`config.mk`:
```
export PLATFORM = sky130hd
export DESIGN_NAME = run_seq_detector
export DESIGN_NICKNAME = d
export VERILOG_FILES = /design/src/rtl/run_seq_detector_pkg.sv /design/src/rtl/run_seq_detector_sat_counter.sv /design/src/rtl/run_seq_detector.sv
export SDC_FILE = /design/constraint.sdc
export NUM_CORES = 1
export LEC_CHECK = 0
export CAP_MARGIN = 30
export CORE_ASPECT_RATIO = 0.8
export CORE_MARGIN = 2
export CORE_UTILIZATION = 50
export DETAILED_ROUTE_END_ITERATION = 10
export PLACE_DENSITY_LB_ADDON = 0.15
export SYNTH_ARGS = -nofsm -noshare
export SYNTH_HDL_FRONTEND = slang
export SYNTH_SLANG_ARGS = --single-unit
```
`constraint.sdc`:
```
create_clock -name clk -period 3.1 [get_ports clk]
set_input_delay 0.62 -clock clk [delete_from_list [all_inputs] [get_ports clk]]
set_output_delay 0.62 -clock clk [all_outputs]
set_load 0.02 [all_outputs]
```
`src/rtl/run_seq_detector_pkg.sv`:
```
// Shared defaults and types for the run-sequence detector.
// The default reset pattern is elements 1,2,3, with element k at bits [k*SYM_W +: SYM_W].
package run_seq_detector_pkg;

  localparam int DEF_SYM_W = 2;
  localparam int DEF_DEPTH = 3;
  localparam int DEF_CNT_W = 8;

  localparam logic [DEF_SYM_W-1:0]           DEF_NULL_SYM      = '0;
  localparam logic [DEF_DEPTH*DEF_SYM_W-1:0] DEF_RESET_PATTERN = 6'b11_10_01;

  // Listed in priority order. The first rule that matches decides the next stage.
  typedef enum logic [2:0] {
    RULE_STAY_RUN  = 3'd0,
    RULE_ADVANCE   = 3'd1,
    RULE_RESTART   = 3'd2,
    RULE_NULL_HOLD = 3'd3,
    RULE_CLEAR     = 3'd4
  } step_rule_e;

endpackage

```
`src/rtl/run_seq_detector_sat_counter.sv`:
```
// Saturating up-counter with a clear input. When clear and increment occur in the same
// cycle, the clear takes priority. The count stops at all-ones.
module sat_counter
  import run_seq_detector_pkg::*;
#(
  parameter int CNT_W = DEF_CNT_W
) (
  input  logic             clk,
  input  logic             reset,
  input  logic             inc,
  input  logic             clr,
  output logic [CNT_W-1:0] q
);

  localparam logic [CNT_W-1:0] CNT_MAX = '1;

  logic [CNT_W-1:0] cnt_q, cnt_d;

  always_comb begin
    cnt_d = cnt_q;
    if (clr) begin
      cnt_d = '0;
    end else if (inc && (cnt_q != CNT_MAX)) begin
      cnt_d = cnt_q + CNT_W'(1);
    end
  end

  always_ff @(posedge clk) begin
    if (reset) begin
      cnt_q <= '0;
    end else begin
      cnt_q <= cnt_d;
    end
  end

  assign q = cnt_q;

endmodule

```
`src/rtl/run_seq_detector.sv`:
```
// Detects a programmable DEPTH-element pattern in a symbol stream. Each element of the
// pattern may appear as a run of one or more repeats. NULL_SYM holds a partial match.
module run_seq_detector
  import run_seq_detector_pkg::*;
#(
  parameter int                     SYM_W         = DEF_SYM_W,
  parameter int                     DEPTH         = DEF_DEPTH,
  parameter int                     CNT_W         = DEF_CNT_W,
  parameter logic [SYM_W-1:0]       NULL_SYM      = '0,
  parameter logic [DEPTH*SYM_W-1:0] RESET_PATTERN = DEF_RESET_PATTERN,
  localparam int                    SW            = $clog2(DEPTH + 1)
) (
  input  logic                     clk,
  input  logic                     reset,
  input  logic                     cfg_we,
  input  logic [DEPTH*SYM_W-1:0]   cfg_pattern,
  input  logic                     in_valid,
  input  logic [SYM_W-1:0]         in_sym,
  input  logic                     cnt_clr,
  output logic                     ans,
  output logic                     match_pulse,
  output logic [CNT_W-1:0]         match_cnt,
  output logic [SW-1:0]            stage
);

  localparam logic [SW-1:0] STAGE_FULL = SW'(DEPTH);

  logic [DEPTH*SYM_W-1:0] pattern_q, pattern_d;
  logic [SW-1:0]          stage_q, stage_d, stage_step;
  logic                   match_pulse_q, match_pulse_d;
  logic                   hit;

  logic [SYM_W-1:0]       elem [DEPTH];
  logic [SYM_W-1:0]       sym_cur, sym_nxt;
  logic                   in_run, mid_run;
  step_rule_e             rule;

  // sym_cur is the element whose run we are currently inside.
  // sym_nxt is the element that would advance the match by one stage.
  always_comb begin
    sym_cur = '0;
    sym_nxt = '0;
    for (int k = 0; k < DEPTH; k++) begin
      elem[k] = pattern_q[k*SYM_W +: SYM_W];
      if (int'(stage_q) == k + 1) sym_cur = elem[k];
      if (int'(stage_q) == k)     sym_nxt = elem[k];
    end
  end

  assign in_run  = (stage_q != '0);
  assign mid_run = in_run && (stage_q != STAGE_FULL);

  // NOTE: every always_comb output gets a default on entry, so no path can infer a latch.
  always_comb begin
    rule = RULE_CLEAR;
    if (in_run && (in_sym == sym_cur)) begin
      rule = RULE_STAY_RUN;
    end else if (mid_run && (in_sym == sym_nxt)) begin
      rule = RULE_ADVANCE;
    end else if (in_sym == elem[0]) begin
      rule = RULE_RESTART;
    end else if (mid_run && (in_sym == NULL_SYM)) begin
      rule = RULE_NULL_HOLD;
    end
  end

  always_comb begin
    stage_step = '0;
    unique case (rule)
      RULE_STAY_RUN,
      RULE_NULL_HOLD: stage_step = stage_q;
      RULE_ADVANCE:   stage_step = stage_q + SW'(1);
      RULE_RESTART:   stage_step = SW'(1);
      default:        stage_step = '0;
    endcase
  end

  // A pattern load takes priority over the input symbol and restarts matching from zero.
  always_comb begin
    pattern_d = pattern_q;
    stage_d   = stage_q;
    if (cfg_we) begin
      pattern_d = cfg_pattern;
      stage_d   = '0;
    end else if (in_valid) begin
      stage_d = stage_step;
    end
    hit           = (stage_d == STAGE_FULL) && (stage_q != STAGE_FULL);
    match_pulse_d = hit;
  end

  // NOTE: sequential state uses non-blocking assignments, so every flop samples pre-edge values.
  always_ff @(posedge clk) begin
    if (reset) begin
      pattern_q     <= RESET_PATTERN;
      stage_q       <= '0;
      match_pulse_q <= 1'b0;
    end else begin
      pattern_q     <= pattern_d;
      stage_q       <= stage_d;
      match_pulse_q <= match_pulse_d;
    end
  end

  sat_counter #(
    .CNT_W (CNT_W)
  ) u_match_cnt (
    .clk   (clk),
    .reset (reset),
    .inc   (hit),
    .clr   (cnt_clr),
    .q     (match_cnt)
  );

  assign stage       = stage_q;
  assign ans         = (stage_q == STAGE_FULL);
  assign match_pulse = match_pulse_q;

endmodule

```
Word level (Yosys, flattened, before mapping)
Cells that the tools add are included.
{"block": "totals", "mem_bits_rw": 0, "ff_bits": 17, "input_bits": 13, "latchBits": 0, "wordCells": 44, "n_memories": 0, "rom_bits": 0, "output_inout_bits": 12}
{"block": "op_classes", "reduce_logical": 12, "n_bitwise": 0, "n_mux": 13, "div": 0, "n_lt_le_gt_ge": 0, "n_addsub": 2, "n_shift": 0, "multipliers": 0, "eq_ne": 13}
{"cell": "2-bit two-way mux", "n": 8}
{"cell": "3-bit two-way mux", "n": 4}
{"cell": "8-bit by 1-bit adder with 8-bit output, second input constant", "n": 1}
{"cell": "2-bit == test, second input constant", "n": 4}
{"cell": "8-bit != test, second input constant", "n": 1}
{"cell": "2-bit == test", "n": 3}
{"cell": "3-bit by 2-bit == test with 1-bit output, second input constant", "n": 2}
{"cell": "1-bit logical AND", "n": 6}
{"cell": "2-bit one-hot mux with 3 select lines", "n": 1}
{"cell": "2-bit logical NOT", "n": 2}
{"cell": "2-bit OR reduction", "n": 2}
{"cell": "3-bit by 1-bit == test with 1-bit output, second input constant", "n": 1}
{"cell": "3-bit logical NOT", "n": 1}
{"cell": "2-bit by 1-bit adder with 2-bit output, second input constant", "n": 1}
{"cell": "2-bit by 1-bit == test with 1-bit output, second input constant", "n": 1}
{"cell": "2-bit != test, second input constant", "n": 1}
{"cell": "2-bit nonzero test", "n": 1}

Logic depth before layout (Yosys ltp)
{"block": "depth", "depth_word": 16, "ltp_mapped": 11, "ltp_nobuf": 10}

Cells and area by module
Synthesis repeated with hierarchy kept, for this count alone.
{"block": "unflattened", "hier_cells": 136, "hier_area_um2": 1173.6}
{"mod": "run_seq_detector", "area_per_inst_um2": 738.2, "n_inst": 1, "seq_area_each_um2": 180.2, "cells_each": 89}
{"mod": "sat_counter", "area_per_inst_um2": 435.4, "n_inst": 1, "seq_area_each_um2": 160.2, "cells_each": 47}

Worst setup path after synthesis
Ideal clock, no wire load.
{"block": "synth_timing", "kind": "register to register", "from": "register stage_q[0], in the netlist stage[0]", "to": "register u_match_cnt.cnt_q[3], in the netlist u_match_cnt.q[3]", "setup_slack_ps": 300, "required_ps": 3030, "synth_period_minus_slack_ps": 2800, "n_path_buf": 1, "arrival_ps": 2730, "path_stages_with_launch": 12, "setup_ps": 70, "path_cell_list": "dfxtp_1 -> inv_1 -> ha_1 -> buf_6 -> nand3b_1 -> a21oi_2 -> xor2_2 -> or4_1 -> o311a_1 -> o21bai_4 -> or4_1 -> a21oi_1"}
{"block": "synth_via", "elab_chain_len": 16, "elab_cells_between_ends": 34, "classes_between": "add/sub: 1; eq/ne: 10; mux: 13; reduce/logical: 10"}
{"item": "start: declaration", "line": "run_seq_detector.sv:29", "rtl": "logic [SW-1:0] stage_q, stage_d, stage_step;"}
{"item": "start signal: assignment", "line": "run_seq_detector.sv:100", "rtl": "stage_q <= stage_d;"}
{"item": "2-bit logical NOT", "line": "run_seq_detector.sv:46", "rtl": "if (int'(stage_q) == k) sym_nxt = elem[k];"}
{"item": "2-bit two-way mux (3 in a row)", "line": "run_seq_detector.sv:46"}
{"item": "2-bit == test", "line": "run_seq_detector.sv:58", "rtl": "end else if (mid_run && (in_sym == sym_nxt)) begin"}
{"item": "1-bit logical AND", "line": "run_seq_detector.sv:58"}
{"item": "3-bit two-way mux", "line": "run_seq_detector.sv:58"}
{"item": "3-bit two-way mux", "line": "run_seq_detector.sv:56", "rtl": "if (in_run && (in_sym == sym_cur)) begin"}
{"item": "3-bit by 2-bit == test with 1-bit output / 3-bit logical NOT (equally long branches)", "line": "run_seq_detector.sv:69", "rtl": "unique case (rule)"}
{"item": "2-bit OR reduction", "line": "run_seq_detector.sv:69"}
{"item": "2-bit one-hot mux with 3 select lines", "line": "run_seq_detector.sv:69"}
{"item": "2-bit two-way mux", "line": "run_seq_detector.sv:85", "rtl": "end else if (in_valid) begin"}
{"item": "2-bit two-way mux", "line": "run_seq_detector.sv:82", "rtl": "if (cfg_we) begin"}
{"item": "2-bit == test", "line": "run_seq_detector.sv:88", "rtl": "hit = (stage_d == STAGE_FULL) && (stage_q != STAGE_FULL);"}
{"item": "1-bit logical AND (*)", "line": "run_seq_detector.sv:88"}
{"item": "1-bit logical AND (*)", "line": "run_seq_detector_sat_counter.sv:23", "rtl": "end else if (inc && (cnt_q != CNT_MAX)) begin"}
{"item": "end signal: assignment", "line": "run_seq_detector_sat_counter.sv:32", "rtl": "cnt_q <= cnt_d;"}
{"item": "end: declaration", "line": "run_seq_detector_sat_counter.sv:17", "rtl": "logic [CNT_W-1:0] cnt_q, cnt_d;"}
Every way passes the cells marked *; elsewhere a longest branch is shown, timed or not.
A chain may end at the register's enable or synchronous reset.

Worst setup path after layout
Ends and elaborated chain as after synthesis.

==> qor.txt <==
outcome -> completed
CP max stage delay -> 530 ps
Residual DRC -> 0
Fin Setup TNS -> 0 ps
fin cells -> 190
Req. time, crit path -> 3330 ps
Gate Count Post-Synth -> 141
Core Util, Final -> 0.660
Critical Path AT -> 3210 ps
Longest Clk Path Bufs -> 2
Synth Warn # -> 0
routed vias -> 1099
DRT antenna net count -> 0
ant diodes -> 0
CP Capture Type -> flip-flop
total CTS buffers -> 3
leak pwr -> 0.520 nW
DRT iter0 DRCs -> 32
CTS root buf -> clkbuf_4
multi-input logic area -> 759 µm²
Crit Path Max Fanout -> 10
hold slack -> 534 ps
Fillers -> 213
worst slew pin tran -> 464 ps
clk sinks -> 17
area grow syn2layout -> 23.8%
Remaining Overflow, GRT -> 0
register area share after synthesis -> 0.293
Clock Power Share -> 0.284
Max Fclk -> 0.335 GHz
via density per instance -> 5.78
die width -> 57.9 µm
layout cells sized above 1 -> 0.115
antenna violations before repair -> 0
drt wl/cell -> 14.2 µm
Clock Latency Late Sink -> 290 ps
core area -> 2180 µm²
first-pass GRT wire length -> 4420 µm
initial core utilization -> 0.533
Worst Path Class, Setup -> flip-flop to flip-flop
Total Routing Usage GR -> 0.219
Hold Crit Class -> flip-flop to flip-flop
Post-synth EDFFs -> 0
most area-consuming cells after synthesis -> dfxtp_1 (29%), mux2i_1 (6.9%), nand2_1 (6.8%)
Switching Share -> 0.267
P_sw -> 0.112 mW
cts repair resizes -> 0
top-area cell type share of the netlist area -> 0.293
die height -> 47.1 µm
Final Wtd Congestion -> 0.922
Cell Area, Synth -> 1160 µm²
NumNets Final -> 185
Final period util -> 0.962
critical path's most frequent cell -> or4_1
Synth cell types -> 46
Int Pwr -> 0.307 mW
# placed instances -> 186
Routed WL -> 2690 µm
Comb pwr share -> 0.166
leading area contributor after synthesis -> dfxtp_1
relative slew slack -> 0.688
critical path launch point type -> flip-flop
CP cell instances -> inv_1 > ha_1 > nand3b_1 > a21oi_2 > xor2_2 > or4_1 > o311a_1 > o21bai_4 > or4_1 > a21oi_1
largest net degree at the start of global routing -> 12
Setup-failing EPs final -> 0
flip-flop and latch area -> 340 µm²
CP max stage cell -> or4_1
Clock transition at path regs -> 100 ps
vias in the first global route -> 991
CTS tree -> yes
CP top delay family -> simple AND/OR/NAND/NOR gates
io pins -> 25
main flop type after synthesis -> dfxtp_1
worst ir drop on vdd -> 0.000339 V
port bufs -> 24
CTS HTree Levels -> 1
most frequent cell after synthesis -> nand2_1
worst path bufs/invs -> 1
row count -> 15
Async SR Flop Fraction -> 0
RSZ-0062 raised after global routing -> false
Fin. Hold Viols -> 0
register share of total power -> 0.550
die area -> 2720 µm²
Tmin final -> 2980 ps
Hold Buf Count CTS -> 0
PD cells -> 291 nW/µm²
Seq cells post-synth -> 17
synth cell count leaders -> nand2_1 (21), dfxtp_1 (17), nor2_1 (10), a21oi_1 (8), mux2i_1 (8)
Syn Nets -> 160
setup bufs post-CTS -> 0
Clock Skews -> 5.10 ps
Pwr Total -> 0.419 mW
TritonRoute pass-1 iters -> 4
max-cap violation count -> 0
syn avg cell area -> 8.23 µm²
Max Slew Vio Count -> 0
worst reg2reg setup slack -> 120 ps
dpl hpwl -> 2100 µm
-- per-stage QoR --
| stage | instance area (µm²) | setup slack, ps |
|---|---|---|
| 2_1_floorplan | 1160 | 300 |
| 3_3_place_gp | 1410 | 163 |
| 3_5_place_dp | 1410 | 120 |
| 4_1_cts | 1440 | 162 |
| 5_1_grt | 1440 | 1.90 |
| 6_report | 1440 | 116 |
-- path summary, 6_finish.rpt --
check | from | to | depth (start not counted)
setup / recovery | stage[0]$_SDFF_PP0_ | u_match_cnt.q[3]$_SDFFE_PP0P_ | 10
hold / removal | u_match_cnt.q[1]$_SDFFE_PP0P_ | u_match_cnt.q[1]$_SDFFE_PP0P_ | 2
setup reg to reg | stage[0]$_SDFF_PP0_ | u_match_cnt.q[3]$_SDFFE_PP0P_ | 10
hold reg to reg | u_match_cnt.q[1]$_SDFFE_PP0P_ | u_match_cnt.q[1]$_SDFFE_PP0P_ | 2
-- layout by cell type (no fill, tap or decap), drive strengths merged, types with 5 or more instances in the layout --
cell and instances:
nand2 22, clkdlybuf4s50 24, nand3 5, mux2i 8, ha 6, nor2 10
dfxtp 17, inv 6, a21oi 10, nor3 5
-- power by group through the flow --
stage	Sequential [mW]	Combinational, mW	Clock, mW
after detailed placement	0.235	0.0692	0
final	0.230	0.0695	0.119
after global routing	0.231	0.0770	0.131
after floorplan	0.234	0.0431	0
after CTS	0.230	0.0697	0.123
after global placement	0.235	0.0678	0
-- sequential cells by signal, summed over array words and instances (netlist names) --
| signal | cells |
|---|---|
| match_pulse | 1 |
| u_match_cnt.q | 8 |
| pattern_q | 6 |
| stage | 2 |
-- layout make-up --
cell class / instances / area share
timing repair buffer: 26 / 0.178
inverter: 6 / 0.0157
clock inverter: 1 / 0.00348
clock buffer: 3 / 0.0157
multi-input combinational: 112 / 0.529
tap: 25 / 0.0218
sequential: 17 / 0.237
-- kinds of logic (layout without fill, tap and decap cells) --
family          count (synthesis)  count (layout)  synth area share
mux                             8               8            0.0690
simple gates                   62              62             0.272
xor+xnor                        4               4            0.0367
flops                          17              17             0.293
fa+ha+maj                       6               6            0.0647
buf+inv                        12              36            0.0518
compound gates                 32              32             0.213
-- worst min-delay path, cell delays in order (launching register included) --
cell     delay (ps)
dfxtp_1         350
o21ai_0          80
a21oi_1          60
-- routing by layer --
metal / vias to the layer above / global-route usage / share of wire
li1: 554 / - / -
met1: 507 / 0.310 / 0.51
met2: 34 / 0.339 / 0.42
met3: 4 / 0.0579 / 0.063
met4: 0 / 0.0465 / 0.0078
met5: - / 0 / 0
No activity file was read; power rests on OpenSTA's default activity.
